==> config.mk <==
export PLATFORM = sky130hd
export DESIGN_NAME = hmat_alpha_stream_src_flat
export DESIGN_NICKNAME = d
export VERILOG_FILES = /design/src/rtl/hmat_alpha_stream_src_pkg.sv /design/src/rtl/hmat_alpha_stream_src_if.sv /design/src/rtl/hmat_alpha_stream_src_beat_ctr.sv /design/src/rtl/hmat_alpha_stream_src.sv /design/src/flat_wrapper.sv
export SDC_FILE = /design/constraint.sdc
export NUM_CORES = 1
export LEC_CHECK = 0
export CAP_MARGIN = 40
export CELL_PAD_IN_SITES_DETAIL_PLACEMENT = 1
export CELL_PAD_IN_SITES_GLOBAL_PLACEMENT = 2
export CORE_MARGIN = 1
export CORE_UTILIZATION = 34
export DETAILED_ROUTE_END_ITERATION = 7
export PLACE_DENSITY = 0.73
export SLEW_MARGIN = 20
export SYNTH_ARGS = -nofsm -noshare
export SYNTH_HDL_FRONTEND = slang
export SYNTH_SLANG_ARGS = --single-unit
==> constraint.sdc <==
create_clock -name clk -period 3 [get_ports clk]
set_input_delay 0.6 -clock clk [delete_from_list [all_inputs] [get_ports clk]]
set_output_delay 0.6 -clock clk [all_outputs]
set_load 0.01 [all_outputs]
==> src/rtl/hmat_alpha_stream_src_pkg.sv <==
// rtl/hmat_alpha_stream_src_pkg.sv - shared constants, state enum and width helpers
package hmat_alpha_stream_src_pkg;

  localparam int J_DEF = 14;
  localparam int I_DEF = 7;
  localparam int A_DEF = 2;
  localparam int W_DEF = 8;

  typedef enum logic [2:0] {
    IDLE,
    H_SEND,
    A_SEND,
    PAR_SEND,
    FRAME_END
  } state_t;

  function automatic int addr_w(input int i, input int a);
    return $clog2((i > a) ? i : a) + 1;
  endfunction

  // Index width never collapses to zero, even for single-entry buffers
  function automatic int idx_w(input int d);
    return (d > 1) ? $clog2(d) : 1;
  endfunction

endpackage

==> src/rtl/hmat_alpha_stream_src_if.sv <==
// rtl/hmat_alpha_stream_src_if.sv - H_row and alpha_u_col stream bundle
interface hmat_alpha_stream_src_if
  import hmat_alpha_stream_src_pkg::*;
#(
  parameter int J = J_DEF,
  parameter int W = W_DEF
);

  logic [J-1:0]   H_row;
  logic           H_row_tvalid;
  logic           H_row_tlast;
  logic           H_row_tready;
  logic [J*W-1:0] alpha_u_col;
  logic           alpha_u_col_tvalid;
  logic           alpha_u_col_tlast;
  logic           alpha_u_col_tready;

  modport master (
    output H_row, H_row_tvalid, H_row_tlast,
    output alpha_u_col, alpha_u_col_tvalid, alpha_u_col_tlast,
    input  H_row_tready, alpha_u_col_tready
  );

  modport slave (
    input  H_row, H_row_tvalid, H_row_tlast,
    input  alpha_u_col, alpha_u_col_tvalid, alpha_u_col_tlast,
    output H_row_tready, alpha_u_col_tready
  );

endinterface

==> src/rtl/hmat_alpha_stream_src_beat_ctr.sv <==
// rtl/hmat_alpha_stream_src_beat_ctr.sv - per-stream beat index, valid and last tracking
module stream_beat_ctr
  import hmat_alpha_stream_src_pkg::*;
#(
  parameter int DEPTH = 2,
  parameter int IW    = idx_w(DEPTH)
) (
  input  logic          clk,
  input  logic          rst_n,
  input  logic          go,
  input  logic          tready,
  output logic [IW-1:0] idx,
  output logic          tvalid,
  output logic          tlast,
  output logic          fin
);

  assign fin = tvalid && tready && tlast;

  // idx/tlast only move on a completed beat, so they hold under backpressure
  always_ff @(posedge clk or negedge rst_n) begin
    if (!rst_n) begin
      idx    <= '0;
      tvalid <= 1'b0;
      tlast  <= 1'b0;
    end else if (go) begin
      idx    <= '0;
      tvalid <= 1'b1;
      tlast  <= (DEPTH == 1);
    end else if (tvalid && tready) begin
      if (tlast) begin
        idx    <= '0;
        tvalid <= 1'b0;
        tlast  <= 1'b0;
      end else begin
        idx   <= idx + 1'b1;
        tlast <= (idx == IW'(DEPTH - 2));
      end
    end
  end

endmodule

==> src/rtl/hmat_alpha_stream_src.sv <==
// rtl/hmat_alpha_stream_src.sv - reloadable H-row / alpha-column stimulus source with frame repeat
module hmat_alpha_stream_src
  import hmat_alpha_stream_src_pkg::*;
#(
  parameter int J  = J_DEF,
  parameter int I  = I_DEF,
  parameter int A  = A_DEF,
  parameter int W  = W_DEF,
  parameter int AW = addr_w(I, A)
) (
  input  logic             clk,
  input  logic             rst_n,
  input  logic             wr_en,
  input  logic             wr_sel,
  input  logic [AW-1:0]    wr_addr,
  input  logic [J*W-1:0]   wr_data,
  output logic             wr_err,
  input  logic             start,
  input  logic             mode_par,
  input  logic [7:0]       n_frames,
  output logic             busy,
  output logic             done,
  hmat_alpha_stream_src_if.master strm
);

  localparam int HIW = idx_w(I);
  localparam int AIW = idx_w(A);

  logic [J-1:0]   h_buf [I];
  logic [J*W-1:0] a_buf [A];

  state_t         state, state_nx;
  logic           par_q;
  logic [7:0]     nf_q, nf_eff, frame_cnt;
  logic           h_go, a_go, h_fin, a_fin, last_frame, done_nx;
  logic           h_wr_ok, a_wr_ok, start_ok;
  logic [HIW-1:0] h_idx;
  logic [AIW-1:0] a_idx;
  logic           h_tvalid, h_tlast, a_tvalid, a_tlast;
  logic [J-1:0]   h_data;
  logic [J*W-1:0] a_data;

  assign start_ok   = (state == IDLE) && start;
  assign nf_eff     = (nf_q == 8'd0) ? 8'd1 : nf_q;
  assign last_frame = ({1'b0, frame_cnt} + 9'd1) >= {1'b0, nf_eff};
  assign h_wr_ok    = wr_en && !wr_sel && (state == IDLE) && (wr_addr < AW'(I));
  assign a_wr_ok    = wr_en &&  wr_sel && (state == IDLE) && (wr_addr < AW'(A));

  always_comb begin
    state_nx = state;
    h_go     = 1'b0;
    a_go     = 1'b0;
    done_nx  = 1'b0;
    case (state)
      IDLE: if (start) begin
        state_nx = mode_par ? PAR_SEND : H_SEND;
        h_go     = 1'b1;
        a_go     = mode_par;
      end
      H_SEND: if (h_fin) begin
        state_nx = A_SEND;
        a_go     = 1'b1;
      end
      A_SEND: if (a_fin) state_nx = FRAME_END;
      // A stream whose tvalid is already low has finished its frame
      PAR_SEND: if ((!h_tvalid || h_fin) && (!a_tvalid || a_fin)) state_nx = FRAME_END;
      FRAME_END: if (last_frame) begin
        state_nx = IDLE;
        done_nx  = 1'b1;
      end else begin
        state_nx = par_q ? PAR_SEND : H_SEND;
        h_go     = 1'b1;
        a_go     = par_q;
      end
      default: state_nx = IDLE;
    endcase
  end

  always_ff @(posedge clk or negedge rst_n) begin
    if (!rst_n) begin
      state     <= IDLE;
      par_q     <= 1'b0;
      nf_q      <= 8'd0;
      frame_cnt <= 8'd0;
      busy      <= 1'b0;
      done      <= 1'b0;
    end else begin
      state <= state_nx;
      busy  <= (state_nx != IDLE);
      done  <= done_nx;
      if (start_ok) begin
        par_q     <= mode_par;
        nf_q      <= n_frames;
        frame_cnt <= 8'd0;
      end else if (state == FRAME_END) begin
        frame_cnt <= frame_cnt + 8'd1;
      end
    end
  end

  always_ff @(posedge clk or negedge rst_n) begin
    if (!rst_n) begin
      for (int i = 0; i < I; i++) h_buf[i] <= '0;
      for (int i = 0; i < A; i++) a_buf[i] <= '0;
      wr_err <= 1'b0;
    end else begin
      if (h_wr_ok) h_buf[wr_addr[HIW-1:0]] <= wr_data[J-1:0];
      if (a_wr_ok) a_buf[wr_addr[AIW-1:0]] <= wr_data;
      if (wr_en && !h_wr_ok && !a_wr_ok) wr_err <= 1'b1;
      else if (start_ok)                 wr_err <= 1'b0;
    end
  end

  // Data is preloaded one beat ahead so the stream outputs come straight from flops
  always_ff @(posedge clk or negedge rst_n) begin
    if (!rst_n) begin
      h_data <= '0;
      a_data <= '0;
    end else begin
      if (h_go) h_data <= h_buf[0];
      else if (h_tvalid && strm.H_row_tready) h_data <= h_tlast ? '0 : h_buf[h_idx + 1'b1];
      if (a_go) a_data <= a_buf[0];
      else if (a_tvalid && strm.alpha_u_col_tready) a_data <= a_tlast ? '0 : a_buf[a_idx + 1'b1];
    end
  end

  stream_beat_ctr #(.DEPTH(I)) u_h_ctr (
    .clk    (clk),
    .rst_n  (rst_n),
    .go     (h_go),
    .tready (strm.H_row_tready),
    .idx    (h_idx),
    .tvalid (h_tvalid),
    .tlast  (h_tlast),
    .fin    (h_fin)
  );

  stream_beat_ctr #(.DEPTH(A)) u_a_ctr (
    .clk    (clk),
    .rst_n  (rst_n),
    .go     (a_go),
    .tready (strm.alpha_u_col_tready),
    .idx    (a_idx),
    .tvalid (a_tvalid),
    .tlast  (a_tlast),
    .fin    (a_fin)
  );

  assign strm.H_row              = h_data;
  assign strm.H_row_tvalid       = h_tvalid;
  assign strm.H_row_tlast        = h_tlast;
  assign strm.alpha_u_col        = a_data;
  assign strm.alpha_u_col_tvalid = a_tvalid;
  assign strm.alpha_u_col_tlast  = a_tlast;

endmodule

==> src/flat_wrapper.sv <==
// flat-port wrapper written by rule: the top's interface ports become plain ports
module hmat_alpha_stream_src_flat import hmat_alpha_stream_src_pkg::*;
#(
  parameter int J  = J_DEF,
  parameter int I  = I_DEF,
  parameter int A  = A_DEF,
  parameter int W  = W_DEF,
  parameter int AW = addr_w(I, A)
)
  (clk, rst_n, wr_en, wr_sel, wr_addr, wr_data, wr_err, start, mode_par, n_frames, busy, done, strm_H_row, strm_H_row_tvalid, strm_H_row_tlast, strm_alpha_u_col, strm_alpha_u_col_tvalid, strm_alpha_u_col_tlast, strm_H_row_tready, strm_alpha_u_col_tready);
  hmat_alpha_stream_src_if #(.J(J), .W(W)) strm_i ();
  input  logic clk;
  input  logic rst_n;
  input  logic wr_en;
  input  logic wr_sel;
  input  logic [AW-1:0] wr_addr;
  input  logic [J*W-1:0] wr_data;
  output logic wr_err;
  input  logic start;
  input  logic mode_par;
  input  logic [7:0] n_frames;
  output logic busy;
  output logic done;
  output wire logic [$bits(strm_i.H_row)-1:0] strm_H_row;
  output wire logic [$bits(strm_i.H_row_tvalid)-1:0] strm_H_row_tvalid;
  output wire logic [$bits(strm_i.H_row_tlast)-1:0] strm_H_row_tlast;
  output wire logic [$bits(strm_i.alpha_u_col)-1:0] strm_alpha_u_col;
  output wire logic [$bits(strm_i.alpha_u_col_tvalid)-1:0] strm_alpha_u_col_tvalid;
  output wire logic [$bits(strm_i.alpha_u_col_tlast)-1:0] strm_alpha_u_col_tlast;
  input wire logic [$bits(strm_i.H_row_tready)-1:0] strm_H_row_tready;
  input wire logic [$bits(strm_i.alpha_u_col_tready)-1:0] strm_alpha_u_col_tready;
  assign strm_H_row = strm_i.H_row;
  assign strm_H_row_tvalid = strm_i.H_row_tvalid;
  assign strm_H_row_tlast = strm_i.H_row_tlast;
  assign strm_alpha_u_col = strm_i.alpha_u_col;
  assign strm_alpha_u_col_tvalid = strm_i.alpha_u_col_tvalid;
  assign strm_alpha_u_col_tlast = strm_i.alpha_u_col_tlast;
  assign strm_i.H_row_tready = strm_H_row_tready;
  assign strm_i.alpha_u_col_tready = strm_alpha_u_col_tready;
  hmat_alpha_stream_src #(.J(J), .I(I), .A(A), .W(W), .AW(AW)) u_core (.clk(clk), .rst_n(rst_n), .wr_en(wr_en), .wr_sel(wr_sel), .wr_addr(wr_addr), .wr_data(wr_data), .wr_err(wr_err), .start(start), .mode_par(mode_par), .n_frames(n_frames), .busy(busy), .done(done), .strm(strm_i));
endmodule
==> metrics.cfg <==
[timing]
clock_skew_ps = 24.61
fin_crit_sh_pct = 105.0
layout_setup_ws_ps = -150.8
hold_viol_final = 0
max_slew_margin_pct = 54.43
setup_viol = 121
slew_viol_final = 0
tns_ps = -9126
rsz0062_at_grt = yes
worstMarginPinSlew_ps = 683.5
fmax_ghz = 0.3174
fin_crit_ps = 3151

[synth]
synthesis.area_sq_um = 20740
ys_seq_area_share_pct = 57.68
yosysTopAreaCellShare_pct = 57.68
ys_ff_latch = 478
syn_nets = 1781
syn_inst = 1638
syn_avg_cell_area_sq_um = 12.66
yosysWarnings = 0
synth.distinct_cells = 55
synth_area_leaders = dfrtp_1, mux2_2, o21ai_0
synth_top_cell_by_area = dfrtp_1

[routing]
drc = 0
drtIter0Drc = 634
finalWirelength_microns = 64650
vias_per_cell = 5.288
detail-route-antenna-nets = 0
wire_per_inst_microns = 23.31
vias = 14670
firstDrtPassIters = 4

[power]
power.internal_uw = 16590
switchingPower_uw = 7898
p_sw_share_pct = 32.26
peakVddDrop_mv = 0.5167
cellPowerDensity_nw_per_um2 = 889.3
power_frac_seq_pct = 39.8
comb_power_share_pct = 33.5
power.total_uw = 24480
pwr-share-clk_pct = 26.7
p_leak_uw = 0.01238

[cts]
cts_root_buffer = clkbuf_16
htree_levels = 2
clock_latency_ps = 610
cts_tree = done
cts.sinks = 478
clkTransAtPathRegs_ps = 60
cts_buffers = 54
clock_path_buffers = 3

[placed_design]
place_congestion = 0.7754
dp_hpwl_microns = 39050
place.port_buffers = 264

[status]
violations = setup timing
outcome = finished, violations left

[floorplanning]
die_h_microns = 249.0
dieArea_sq_um = 61990
pin_count = 265
rows = 90
die_x_microns = 249.0
start_util_pct = 34.36
core-area_sq_um = 60360

[worst_hold_path]
hold_path_class = flip-flop to flip-flop
whs_endpoint = u_core.h_buf[37]$_DFFE_PN0P_
min_path_cells = 1
hp-start = u_core.h_buf[37]$_DFFE_PN0P_

[worst_setup_path]
start_kind = flip-flop
reg2regPathDepth = 14
path_class = flip-flop to flip-flop
required_ps = 3480
r2r_end = u_core.strm.alpha_u_col[53]$_DFFE_PN0P_
crit_arrival_ps = 3630
rrSetupSlack_ps = -150
end_kind = flip-flop
worst-path-max-fanout = 6
crit-reg2reg-launch = u_core.frame_cnt[0]$_DFFE_PN0P_

[finish]
area_delta_synth_final_pct = 32.77
fin_util_pct = 45.62
drive_above_1_share_pct = 32.61
num-nets-final = 2090

[grt]
grt_pass1_vias = 16420
grt_usage_pct = 20.80
grt_first_pass_wirelength_microns = 100300
grt_max_degree = 116
grt_overflow = 0
antenna_found_initial = 5

[run]
maxCapViolations = 0

## worst max-delay path, stage by stage, from the launching register on
cell       delay [ps]
dfrtp_1           380
ha_2              200
and3_4            180
and3_4            170
xor2_1            140
ha_1              310
a21o_1            180
a221o_1           360
a2111oi_4         250
buf_6             180
or2_4             240
buf_6             160
buf_12            100
buf_16            130
o21ai_2            50
## how the worst max path moves through the flow
stage,start,end
2_1_floorplan,u_core.frame_cnt[0]$_DFFE_PN0P_,u_core.strm.alpha_u_col[46]$_DFFE_PN0P_
3_3_place_gp,u_core.frame_cnt[0]$_DFFE_PN0P_,u_core.strm.alpha_u_col[39]$_DFFE_PN0P_
3_5_place_dp,u_core.frame_cnt[0]$_DFFE_PN0P_,u_core.strm.alpha_u_col[13]$_DFFE_PN0P_
4_1_cts,u_core.frame_cnt[0]$_DFFE_PN0P_,u_core.strm.alpha_u_col[35]$_DFFE_PN0P_
5_1_grt,u_core.frame_cnt[0]$_DFFE_PN0P_,u_core.strm.alpha_u_col[13]$_DFFE_PN0P_
6_report,u_core.frame_cnt[0]$_DFFE_PN0P_,u_core.strm.alpha_u_col[53]$_DFFE_PN0P_
## power by group through the flow
stage | logic [uW] | registers [uW] | clock network (uW)
after detailed placement | 7430 | 9820 | 0
after global routing | 8810 | 9990 | 6990
after floorplan | 3650 | 9700 | 0
final | 8210 | 9730 | 6550
after global placement | 7230 | 9700 | 0
after CTS | 7890 | 9730 | 6760
## Yosys cell counts, drive strengths merged
cell / number
a2111oi: 1
a211oi: 2
a21o: 5
a21oi: 118
a221o: 1
a22o: 3
a22oi: 15
a31o: 1
a41o: 1
and2: 1
and3: 6
and3b: 1
buf: 42
clkbuf: 85
dfrtp: 478
ha: 11
inv: 11
mux2: 353
mux2i: 1
mux4: 14
nand2: 49
nand2b: 6
nand3: 20
nand3b: 3
nand4: 1
nand4b: 1
nor2: 10
nor2b: 4
nor3: 3
nor3b: 117
nor4: 2
nor4b: 1
o211ai: 13
o21ai: 242
o21bai: 1
o2bb2ai: 2
o31a: 1
o31ai: 1
or2: 2
or3: 1
or4: 1
xnor2: 5
xor2: 2
## registers in the layout, indices dropped and copies added (netlist names), 3 cells and up
signal and count:
u_core.frame_cnt 8, u_core.state 3, u_core.nf_q 8, u_core.h_buf 98, u_core.strm.alpha_u_col 112, u_core.strm.H_row 14, u_core.a_buf 224, u_core.u_h_ctr.idx 3
## repair_timing
action                                 in CTS  in global routing
resized for setup                          67                118
gates cloned                               10                  6
endpoints found under the hold margin      31                  0
setup buffers                              15                 10
hold buffers                                1                  0
pin swaps                                  12                 42
setup endpoints to repair                 115                133
## area by class of cell
class | count | area, sq um
fillers | 6165 | 32820
inverters | 11 | 41.29
well taps | 782 | 978.4
repair buffers | 379 | 4260
clock inverters | 14 | 126.4
diodes | 2 | 5.005
flip-flops and latches | 478 | 11970
multi-input cells | 1023 | 8537
clock buffers | 85 | 1619
## metrics by stage
stage	hold slack, ps	cells	setup WS, ps	area, sq um
floorplan	304.4	1638	14.40	20760
global placement	463.8	2637	-196.0	24810
detailed placement	478.9	2637	-248.8	24810
CTS	491.8	2762	-112.9	27120
global route	507.8	2773	-257.1	27530
finish	485.9	2774	-150.8	27530
## layer usage
metal | up-vias | GRT usage, % | wire length [microns]
met4 | 8 | 6.335 | 1484
met2 | 265 | 35.45 | 32210
li1 | 6544 | - | -
met3 | 95 | 3.699 | 2733
met1 | 7757 | 26.87 | 28180
met5 | - | 0 | 44
## cell usage in the layout, fill, tap and decap left out, types with 10 or more instances in the layout
| cell | count |
|---|---|
| o21ai_1 | 25 |
| clkinv_2 | 10 |
| o21ai_2 | 56 |
| clkbuf_8 | 13 |
| clkbuf_16 | 60 |
| a21oi_1 | 117 |
| o21ai_0 | 161 |
| clkbuf_1 | 17 |
| inv_1 | 11 |
| buf_12 | 38 |
| nor3b_1 | 113 |
| a22oi_1 | 15 |
| mux2_2 | 340 |
| dfrtp_1 | 476 |
| mux2_4 | 11 |
| clkdlybuf4s50_1 | 263 |
| o211ai_1 | 13 |
| buf_4 | 54 |
| nand3_1 | 19 |
| mux4_2 | 14 |
| ha_1 | 10 |
| nand2_1 | 46 |
## logic make-up (layout without fill, tap and decap cells)
group,count (synthesis),in the layout,share of synthesized area [%]
compound gates,407,407,10.57
xor+xnor,7,7,0.2956
fa+ha+maj,11,11,0.6636
buf+inv,138,489,2.811
flops,478,478,57.68
mux,368,368,20.92
other cells,0,2,0
simple gates,229,230,7.065
Power figures use the tool's default switching activity.
